**config.mk**
```make
export PLATFORM = sky130hd
export DESIGN_NAME = bin2rns_mod_lut
export DESIGN_NICKNAME = d
export VERILOG_FILES = /design/src/rtl/bin2rns_mod_lut.sv
export SDC_FILE = /design/constraint.sdc
export NUM_CORES = 1
export LEC_CHECK = 0
export CAP_MARGIN = 40
export CORE_AREA = 4 4 66 68
export CTS_CLUSTER_DIAMETER = 50
export DETAILED_ROUTE_END_ITERATION = 16
export DIE_AREA = 0 0 70 72
export GPL_TIMING_DRIVEN = 1
export MAX_ROUTING_LAYER = met4
export PLACE_DENSITY = 0.85
export REMOVE_ABC_BUFFERS = 1
export SETUP_SLACK_MARGIN = 0.3
export SYNTH_ARGS = -nofsm -noshare
export SYNTH_HDL_FRONTEND = slang
export SYNTH_SLANG_ARGS = --single-unit
```
**constraint.sdc**
```tcl
create_clock -name clk -period 0.8 [get_ports clk]
set_input_delay 0.08 -clock clk [delete_from_list [all_inputs] [get_ports clk]]
set_output_delay 0.08 -clock clk [all_outputs]
set_load 0.005 [all_outputs]
```
**src/rtl/bin2rns_mod_lut.sv**
```systemverilog
// Binary-to-residue converter for the fixed moduli set {8,7,5,3}.
// The signed 10-bit input is converted to four registered residues with one cycle of latency.
module bin2rns_mod_lut (
   input  logic       clk,
   input  logic       rst_n,
   input  logic [9:0] n,
   output logic [2:0] mod8,
   output logic [2:0] mod7,
   output logic [2:0] mod5,
   output logic [1:0] mod3
);

   logic [2:0] mod8_q, mod8_d;
   logic [2:0] mod7_q, mod7_d;
   logic [2:0] mod5_q, mod5_d;
   logic [1:0] mod3_q, mod3_d;

   // Each residue folds the raw code as an unsigned value using 2^k == 1 (mod m).
   // The signed value is code - 1024*sign, so the sign bit adds the residue of -1024.
   function automatic logic [2:0] res7(input logic [9:0] v);
      logic [4:0] s;
      logic [3:0] f;
      logic [3:0] c;
      s = {2'b00, v[2:0]} + {2'b00, v[5:3]} + {2'b00, v[8:6]} + {4'b0000, v[9]};
      f = {1'b0, s[2:0]} + {2'b00, s[4:3]};
      if (f >= 4'd7) f = f - 4'd7;
      c = f + (v[9] ? 4'd5 : 4'd0);
      if (c >= 4'd7) c = c - 4'd7;
      return 3'(c);
   endfunction

   function automatic logic [2:0] res5(input logic [9:0] v);
      logic [5:0] s;
      logic [4:0] f1;
      logic [4:0] f2;
      s  = {2'b00, v[3:0]} + {2'b00, v[7:4]} + {4'b0000, v[9:8]};
      f1 = {1'b0, s[3:0]} + {3'b000, s[5:4]};
      f2 = {1'b0, f1[3:0]} + {4'b0000, f1[4]};
      if (f2 >= 5'd10) f2 = f2 - 5'd10;
      if (f2 >= 5'd5) f2 = f2 - 5'd5;
      f2 = f2 + (v[9] ? 5'd1 : 5'd0);
      if (f2 >= 5'd5) f2 = f2 - 5'd5;
      return 3'(f2);
   endfunction

   function automatic logic [1:0] res3(input logic [9:0] v);
      logic [3:0] s;
      logic [2:0] f1;
      logic [2:0] f2;
      s  = {2'b00, v[1:0]} + {2'b00, v[3:2]} + {2'b00, v[5:4]}
         + {2'b00, v[7:6]} + {2'b00, v[9:8]};
      f1 = {1'b0, s[1:0]} + {1'b0, s[3:2]};
      f2 = {1'b0, f1[1:0]} + {2'b00, f1[2]};
      if (f2 >= 3'd3) f2 = f2 - 3'd3;
      f2 = f2 + (v[9] ? 3'd2 : 3'd0);
      if (f2 >= 3'd3) f2 = f2 - 3'd3;
      return 2'(f2);
   endfunction

   // Modulus 8 divides 1024, so the low three bits already are the signed residue.
   always_comb begin
      mod8_d = n[2:0];
      mod7_d = res7(n);
      mod5_d = res5(n);
      mod3_d = res3(n);
   end

   always_ff @(posedge clk or negedge rst_n) begin
      if (!rst_n) begin
         mod8_q <= 3'd0;
         mod7_q <= 3'd0;
         mod5_q <= 3'd0;
         mod3_q <= 2'd0;
      end else begin
         mod8_q <= mod8_d;
         mod7_q <= mod7_d;
         mod5_q <= mod5_d;
         mod3_q <= mod3_d;
      end
   end

   assign mod8 = mod8_q;
   assign mod7 = mod7_q;
   assign mod5 = mod5_q;
   assign mod3 = mod3_q;

endmodule

```
==> metrics.cfg, run 1 <==
[clock_tree]
htreeDepth = 1
root_buffer = clkbuf_8
numClockSinks = 11
cts-buffers-inserted = 3
cts_hold_buf = 0
clock_path_buffers = 2

[yosys]
muxShareOfSynthArea_pct = 3.72
synthAdderAreaFrac_pct = 35.5
yosysMostFrequentCell = ha_1
syn_area_sq_um = 1980
synth.top_cell.area_share_pct = 18.3
avgSynthCellArea_sq_um = 9.40
async_reset_ff_share_pct = 100
ys_top_cells_by_area = ha_1, fa_1, dfrtp_1
synth_seq_cells = 11
syn_inst = 211
yosys-top-cells-count = ha_1, inv_1, fa_1
yosys.area_share.simple_pct = 12.3
synth-edff-count = 0
ys_types = 52
yosysSeqAreaShare_pct = 13.9
synth_xor_area_share_pct = 9.65
synth_top_family_by_area = adder cells
yosysWarnings = 0
synth_compound_area_share_pct = 19.1
synth_top_flop_cell = dfrtp_1
yosysTopAreaCell = ha_1

[place]
dp_hpwl_mm = 5.20
placed_cells = 357
gp_congestion = 0.851
port_buffers = 22
dp_slack_ns = -5.44

[status]
first-error = [ERROR GRT-0232] Routing congestion too high. Check the congestion heatmap in the GUI.
lastStage = global routing
status = did not finish

[timing]
worstEpCategory = register input
timing.grt.repair.worst_endpoint = mod5[2]$_DFF_PN0_/D

[floorplanning]
start_util_pct = 51.4
dieWidth_microns = 70
rows = 23
num_io_pins = 23
die_y_microns = 72

[grt]
grt_max_degree = 14
track_usage_pct = 53.9
gr-total-overflow = 4

metal layers:
layer | overflow | track usage (%)
met1 | 0 | 53.6
met2 | 2 | 76.0
met3 | 0 | 24.4
met4 | 2 | 55.3
met5 | - | -
kinds of logic after synthesis:
logic type / after synthesis
AOI/OAI and AO/OA: 53
and+or+nand+nor: 48
xor gates and xnor gates: 17
adders and majority gates: 46
muxes: 7
DFF: 11
buffers and inverters: 29
what timing repair did:
action                                  CTS
setup buffers                            18
pin swaps                                53
endpoints found under the setup margin   22
gates resized for setup                 168
per-stage QoR:
step / setup TNS (ns) / cell area [sq um] / hold WS (ns) / utilization (%)
2_1_floorplan: -28.72 / 1950 / -0.216 / -
3_3_place_gp: -34.59 / 2840 / 0.384 / 73.5
3_5_place_dp: -37.32 / 2840 / 0.402 / 73.5
4_1_cts: -28.59 / 3280 / 0.106 / 85.0
==> run 2, diff against run 1 <==
==> config.mk (replaced) <==
export PLATFORM = sky130hd
export DESIGN_NAME = bin2rns_mod_lut
export DESIGN_NICKNAME = d
export VERILOG_FILES = /design/src/rtl/bin2rns_mod_lut.sv
export SDC_FILE = /design/constraint.sdc
export NUM_CORES = 1
export LEC_CHECK = 0
export CAP_MARGIN = 40
export CORE_AREA = 4 4 76 78
export DETAILED_ROUTE_END_ITERATION = 16
export DIE_AREA = 0 0 80 82
export GPL_TIMING_DRIVEN = 1
export PLACE_DENSITY_LB_ADDON = 0.15
export REMOVE_ABC_BUFFERS = 1
export SYNTH_ARGS = -nofsm -noshare
export SYNTH_HDL_FRONTEND = slang
export SYNTH_SLANG_ARGS = --single-unit
==> run 2 against run 1 <==
  * Synthesized area did not move
  * The flow now finishes, with violations (negative setup slack)
  * Synthesized cell count did not move
==> metrics.cfg, run 2 <==
[grt]
track_usage_pct = 17.0
grt_pass1_vias = 2084
grt_pass1_wl_mm = 9.03
grt_max_degree = 14
antenna_found_initial = 0
gr-total-overflow = 0

[routing]
wl_mm = 5.68
drtIter0Drc = 72
avgViaCountPerCell = 5.03
routedWlPerCell_microns = 14.3
vias = 1998
postRouteAntennaNets = 0
route.detailed.drc = 0
dr.pass1.iters = 4

[yosys]
yosys-top-cells-count = ha_1, inv_1, fa_1
syn_inst = 211
synth_top_family_by_area = adder cells
async_reset_ff_share_pct = 100
synthAdderAreaFrac_pct = 35.5
synth_top_flop_cell = dfrtp_1
synth-edff-count = 0
ys_types = 52
muxShareOfSynthArea_pct = 3.72
synth_seq_cells = 11
yosysSeqAreaShare_pct = 13.9
synth_compound_area_share_pct = 19.1
avgSynthCellArea_sq_um = 9.40
synth_xor_area_share_pct = 9.65
syn_area_sq_um = 1980
yosysTopAreaCell = ha_1
yosys.area_share.simple_pct = 12.3
ys_top_cells_by_area = ha_1, fa_1, dfrtp_1
yosysMostFrequentCell = ha_1
synth.top_cell.area_share_pct = 18.3
yosysWarnings = 0

[critical_path]
critPathLaunch = n[1]
worst_path_max_delay_cell = fa_1
cpPeakStageDelay_ns = 0.52
worstPathRequired_ns = 0.95
arrival_ns = 4.86
cp.depth = 27
cp_num_buf_inv = 5
crit_fanout = 2
cp_top_family = adder cells
cp-start-kind = primary input
critPathKind = in2reg
endpoint_kind = register
cpMostUsedCell = ha_4
cp-endpoint = mod5[2]

[run]
drv_cap = 0

[timing]
hold_ws_ns = 0.106
relSlewSlack_pct = 72.9
rsz0062_at_grt = yes
finalCritPeriodShare_pct = 589
final.min_clock_period_ns = 4.71
fin_ws_ns = -3.91
max_freq_ghz = 0.212
tightest_slew_ns = 0.404
slew_viol_final = 0
hold_violations = 0
setup_violations = 10

[status]
violations = negative setup slack
status = complete, but fails checks

[floorplanning]
die_area_sq_um = 6560
dieWidth_microns = 80
num_io_pins = 23
start_util_pct = 39.1
coreArea_sq_um = 5070
rows = 26
die_y_microns = 82

[clock_tree]
clock_path_buffers = 2
numClockSinks = 11
cts_hold_buf = 0
cts-buffers-inserted = 3
cts_tree = yes
htreeDepth = 1
path_clk_slew_ns = 0.05
root_buffer = clkbuf_8

[finish]
syn2layout_area_growth_pct = 74.8
multi_input_area_sq_um = 2040
final_cell_mix = buf_4, ha_4, buf_6
n_antenna_cell = 0
layout.area.seq_sq_um = 275
fillers = 395
drive_above_1_share_pct = 62.4
final_common_cell = buf_4
nets = 386

[place]
dp_hpwl_mm = 4.02
port_buffers = 22
gp_congestion = 0.897

[hold_path]
hold_class = in2reg
holdPathStages = 2

run 2: cell counts after synthesis:
Identical to the previous run, type by type.
run 2: routing by layer:
metal  track usage (%)  routed length (microns)  share of wire, %
met5                 0                        0                 0
met3              1.43                      168               3.0
met2              31.4                     2860                50
met1              21.8                     2590                46
met4              3.38                       62               1.1
run 2: kinds of logic (layout without fill, tap and decap cells):
logic type,count (synthesis),in the layout
XOR/XNOR,17,17
AO/OA/AOI/OAI,53,53
buffers and inverters,29,145
multiplexers,7,7
adder cells (fa/ha/maj),46,46
flip-flops,11,11
AND/OR/NAND/NOR,48,48
run 2: repair_timing:
| action | CTS | global route |
|---|---|---|
| buffers inserted | 16 | 6 |
| gates resized for setup | 166 | 36 |
| setup endpoints to repair | 19 | 18 |
| pin swaps | 52 | 38 |
run 2: area by class of cell:
cell class              instances  area share [%]
clock buffers                   4            1.30
inverters                      23            2.71
multi-input cells             171            58.8
flip-flops and latches         11            7.94
well taps                      70            2.53
repair buffers                118            26.7
run 2: worst min-delay path by stage:
stage	from	to	slack, ns
3_5_place_dp	rst_n	mod5[1]	0.40
3_3_place_gp	rst_n	mod5[1]	0.39
4_1_cts	n[1]	mod8[1]	0.1
5_1_grt	n[1]	mod8[1]	0.10
6_report	n[1]	mod8[1]	0.11
2_1_floorplan	rst_n	mod3[0]	-0.22
run 2: metrics by stage:
step           std cells  util (%)  TNS (ns)  worst slack, ns  area (sq um)
2_1_floorplan        205         -    -28.72            -4.50          1950
3_3_place_gp         376      56.2    -34.83            -4.94          2850
3_5_place_dp         376      56.2    -35.62            -5.06          2850
4_1_cts              395      64.6    -27.29            -3.89          3280
5_1_grt              397      68.3    -28.59            -4.06          3470
6_report             397      68.3    -27.21            -3.91          3470
Power of run 2 is not shown: default switching activity piles up to over one toggle a cycle in this logic, so the estimate is an artifact.
==> run 3, diff against run 2 <==
--- a/config.mk
+++ b/config.mk
@@ -6,6 +6,8 @@
 export NUM_CORES = 1
 export LEC_CHECK = 0
 export CAP_MARGIN = 40
+export CELL_PAD_IN_SITES_DETAIL_PLACEMENT = 0
+export CELL_PAD_IN_SITES_GLOBAL_PLACEMENT = 1
 export CORE_AREA = 4 4 76 78
 export DETAILED_ROUTE_END_ITERATION = 16
 export DIE_AREA = 0 0 80 82
==> run 3 against run 2 <==
  * Worst hold slack worse by 0.029 ns
  * Critical path depth down 3
  * Worst setup slack better by 0.069 ns
  * Via count down 1.5%
  * The run still ends with negative setup slack left
  * Largest cell class unchanged
  * Sequential cell count unchanged
  * First-iteration DRC count down 42%
  * Global-route usage down 0.059 points
  * Non-clock buffer count down 3
  * Critical path type unchanged
  * Routed wire length down 6.4%
  * Sequential share of layout area up 0.25 points
  * Clock-buffer cell count unchanged
==> metrics.cfg, run 3 (synthesis gave the netlist of run 2 again) <==
[place]
dp_slack_ns = -5.14
gp_congestion = 0.825
port_buffers = 22
dp_hpwl_mm = 4.11

[finish]
n_antenna_cell = 0
nets = 383
syn2layout_area_growth_pct = 69.3
final_common_cell = buf_4
final_cell_mix = buf_4, buf_2, inv_1
drive_above_1_share_pct = 58.6

[floorplanning]
num_io_pins = 23
dieWidth_microns = 80
start_util_pct = 39.1
die_area_sq_um = 6560
coreArea_sq_um = 5070
rows = 26
die_y_microns = 82

[grt]
antenna_found_initial = 0
grt_pass1_wl_mm = 8.90
grt_pass1_vias = 1960
grt_max_degree = 14
gr-total-overflow = 0
track_usage_pct = 17.0

[clock_tree]
root_buffer = clkbuf_8
path_clk_slew_ns = 0.05
cts_hold_buf = 0
numClockSinks = 11
cts-buffers-inserted = 3
htreeDepth = 1
clock_path_buffers = 2
cts_tree = yes

[timing]
rsz0062_at_grt = yes
hold_violations = 0
tightest_slew_ns = 0.379
setup_violations = 16
final.min_clock_period_ns = 4.64
max_freq_ghz = 0.215
relSlewSlack_pct = 74.5
fin_ws_ns = -3.84
slew_viol_final = 0
finalCritPeriodShare_pct = 580

[routing]
route.detailed.drc = 0
routedWlPerCell_microns = 13.5
vias = 1968
avgViaCountPerCell = 4.99
drtIter0Drc = 42
wl_mm = 5.32
postRouteAntennaNets = 0
dr.pass1.iters = 4

[critical_path]
cpPeakStageDelay_ns = 0.39
cp-start-kind = primary input
worstPathRequired_ns = 0.97
worst_path_max_delay_cell = a2111oi_4
crit_fanout = 2
critPathKind = in2reg
path_cells = dlygate4sd2_1 > ha_1 > ha_1 > a21o_1 > a21oi_2 > xnor2_1 > ha_2 > fa_2 > and3_4 > ha_4 > ha_4 > or3_4 > or3_4 > a21boi_2 > o21ai_1 > ha_2 > inv_4 > xnor2_4 > ha_4 > nor2_4 > nand2_2 > a2111oi_4 > a311oi_2 > o21ai_1
cp_top_family = adder cells
cpMostUsedCell = ha_4
cp_num_buf_inv = 2
arrival_ns = 4.81
endpoint_kind = register

[hold_path]
hold_class = in2reg

[run]
drv_cap = 0

[status]
violations = negative setup slack
status = complete, but fails checks

## run 3: cell types whose count changed in the layout (fill, tap and decap cells not counted), sizes merged
cell,previous run,this run
dlygate4sd2,2,3
buf,115,111
## run 3: final cells by class
| type | count | area (sq um) |
|---|---|---|
| inverters | 23 | 98.8 |
| clock buffers | 4 | 45.0 |
| multi-input cells | 171 | 1960 |
| well taps | 70 | 87.6 |
| fillers | 426 | 1720 |
| repair buffers | 115 | 895 |
| flip-flops and latches | 11 | 275 |
## run 3: final timing paths
| kind | startpoint | to | slack (ns) | depth (start not counted) |
|---|---|---|---|---|
| worst max-delay path | n[6] | mod5[2] | -3.84 | 24 |
| max in group asynchronous | rst_n | mod5[2] | 0.51 | 2 |
| min in group asynchronous | rst_n | mod7[1] | 0.14 | 2 |
| worst min-delay path | n[2] | mod8[2] | 0.08 | 2 |
## run 3: timing repair
action	in CTS	in global routing
setup buffers	11	7
gates cloned	0	0
setup endpoints to repair	19	19
resized for setup	160	24
pin swaps	52	32
## run 3: metal layers
layer / global-route usage, % / wire (microns)
met1: 20.3 / 2270
met2: 33.1 / 2920
met3: 1.54 / 112
met4: 2.87 / 12
met5: 0 / 0
## run 3: metrics by stage
step / instances / utilization [%] / cell area, sq um / hold slack [ns] / TNS [ns]
after floorplan: 205 / - / 1950 / -0.216 / -28.72
after global placement: 377 / 56.4 / 2860 / 0.392 / -35.21
after detailed placement: 377 / 56.4 / 2860 / 0.390 / -35.93
after CTS: 390 / 63.6 / 3230 / 0.0766 / -27.33
after global routing: 394 / 66.2 / 3360 / 0.0789 / -28.37
final: 394 / 66.2 / 3360 / 0.0773 / -26.83
Power of run 3 is left out for the same reason.
==> run 4, diff against run 3 <==
==> constraint.sdc (replaced) <==
create_clock -name clk -period 0.8 [get_ports clk]
set_input_delay 0.08 -clock clk [delete_from_list [all_inputs] [get_ports clk]]
set_output_delay 0.08 -clock clk [all_outputs]
set_load 0.01 [all_outputs]
==> run 4 against run 3 <==
  * The flow still finishes with violations (negative setup slack)
  * Sequential cell count unchanged
  * Cell count did not move
  * Design area increased by 0.75%
  * Largest cell class unchanged
  * Critical path type unchanged
  * Fmax barely moved
  * Global-route usage is the same
  * Clock-buffer cell count stayed put
  * Via count unchanged
==> metrics.cfg, run 4 (synthesis gave the netlist of run 2 again) <==
[status]
status = complete, but fails checks
violations = negative setup slack

[grt]
antenna_found_initial = 0
grt_pass1_wl_mm = 8.90
grt_pass1_vias = 1960
gr-total-overflow = 0
top_usage_layer = met2
groute.layer.met1.usage_pct = 20.3
gr-usage-met3_pct = 1.54
track_usage_pct = 17.0
grt_max_degree = 14
grt_use_met2_pct = 33.1

[finish]
final_cell_mix = buf_4, buf_6, inv_1
final_common_cell = buf_4
drive_above_1_share_pct = 58.6
syn2layout_area_growth_pct = 70.6
n_antenna_cell = 0
nets = 383

[critical_path]
cp-start-kind = primary input
endpoint_kind = register
worst_path_max_delay_cell = a2111oi_4
arrival_ns = 4.81
cpMostUsedCell = ha_4
critPathKind = in2reg
path_cells = dlygate4sd2_1 > ha_1 > ha_1 > a21o_1 > a21oi_2 > xnor2_1 > ha_2 > fa_2 > and3_4 > ha_4 > ha_4 > or3_4 > or3_4 > a21boi_2 > o21ai_1 > ha_2 > inv_4 > xnor2_4 > ha_4 > nor2_4 > nand2_2 > a2111oi_4 > a311oi_2 > o21ai_1
cpPeakStageDelay_ns = 0.39
worstPathRequired_ns = 0.97
crit_fanout = 2

[clock_tree]
path_clk_slew_ns = 0.05
numClockSinks = 11
root_buffer = clkbuf_8
cts_tree = yes
cts-buffers-inserted = 3
htreeDepth = 1
clock_path_buffers = 2

[place]
dp_hpwl_mm = 4.11
gp_congestion = 0.825
port_buffers = 22

[floorplanning]
dieWidth_microns = 80
rows = 26
start_util_pct = 39.1
num_io_pins = 23
coreArea_sq_um = 5070
die_area_sq_um = 6560
die_y_microns = 82

[timing]
hold_violations = 0
fin_ws_ns = -3.84
finalCritPeriodShare_pct = 580
hold_ws_ns = 0.0764
slew_viol_final = 0
rsz0062_at_grt = yes
setup_violations = 19
final.min_clock_period_ns = 4.64
relSlewSlack_pct = 74.5
max_freq_ghz = 0.215
tightest_slew_ns = 0.379

[routing]
wl_mm = 5.31
route.detailed.drc = 0
vias = 1968
routedWlPerCell_microns = 13.5
postRouteAntennaNets = 0
avgViaCountPerCell = 4.99
dr.pass1.iters = 4
drtIter0Drc = 47

[hold_path]
hold_class = in2reg
holdPathStages = 2

[run]
drv_cap = 0

[run 4: cell counts in the layout (fill, tap and decap cells not counted)]
No cell type changed its count.
[run 4: timing repair]
item | 4_1_cts | 5_1_grt
gates resized for setup | 162 | 26
pin swaps | 52 | 32
setup endpoints to repair | 19 | 19
endpoints found under the hold margin | 0 | 0
setup buffers | 11 | 7
hold buffers | 0 | 0
[run 4: final timing paths]
kind	end	slack, ns	from
min in group asynchronous	mod7[1]	0.13	rst_n
worst min-delay path	mod8[2]	0.08	n[2]
max in group asynchronous	mod5[2]	0.51	rst_n
worst max-delay path	mod5[2]	-3.84	n[6]
[run 4: routing by layer]
metal | share of wire, % | routed length (microns) | up-vias
met5 | 0 | 0 | -
met4 | 0.66 | 35 | 0
met3 | 2.2 | 119 | 5
met2 | 55 | 2920 | 24
met1 | 42 | 2240 | 958
li1 | - | - | 981
[run 4: through the flow]
stage          utilization [%]  std cells  worst slack, ns  cell area (sq um)  setup TNS, ns
3_3_place_gp              56.4        377            -5.04               2860         -35.60
4_1_cts                   63.9        390            -3.82               3240         -27.47
3_5_place_dp              56.4        377            -5.14               2860         -36.31
6_report                  66.7        394            -3.84               3380         -26.95
5_1_grt                   66.7        394            -4.03               3380         -28.49
2_1_floorplan                -        205            -4.50               1950         -28.72
[run 4: worst max-delay path, delay by kind of cell]
kind | cells | cell delay [ns]
buf+inv | 2 | 0.30
simple gates | 5 | 1.10
xor+xnor | 2 | 0.22
fa+ha+maj | 8 | 1.95
compound gates | 7 | 1.17
[run 4: final cells by class]
type / instances / area [sq um]
Clock buffer: 4 / 45.0
Fill cell: 420 / 1690
Inverter: 23 / 98.8
Multi-Input combinational cell: 171 / 1960
Sequential cell: 11 / 275
Tap cell: 70 / 87.6
Timing Repair Buffer: 115 / 920
Power of run 4 is left out for the same reason.
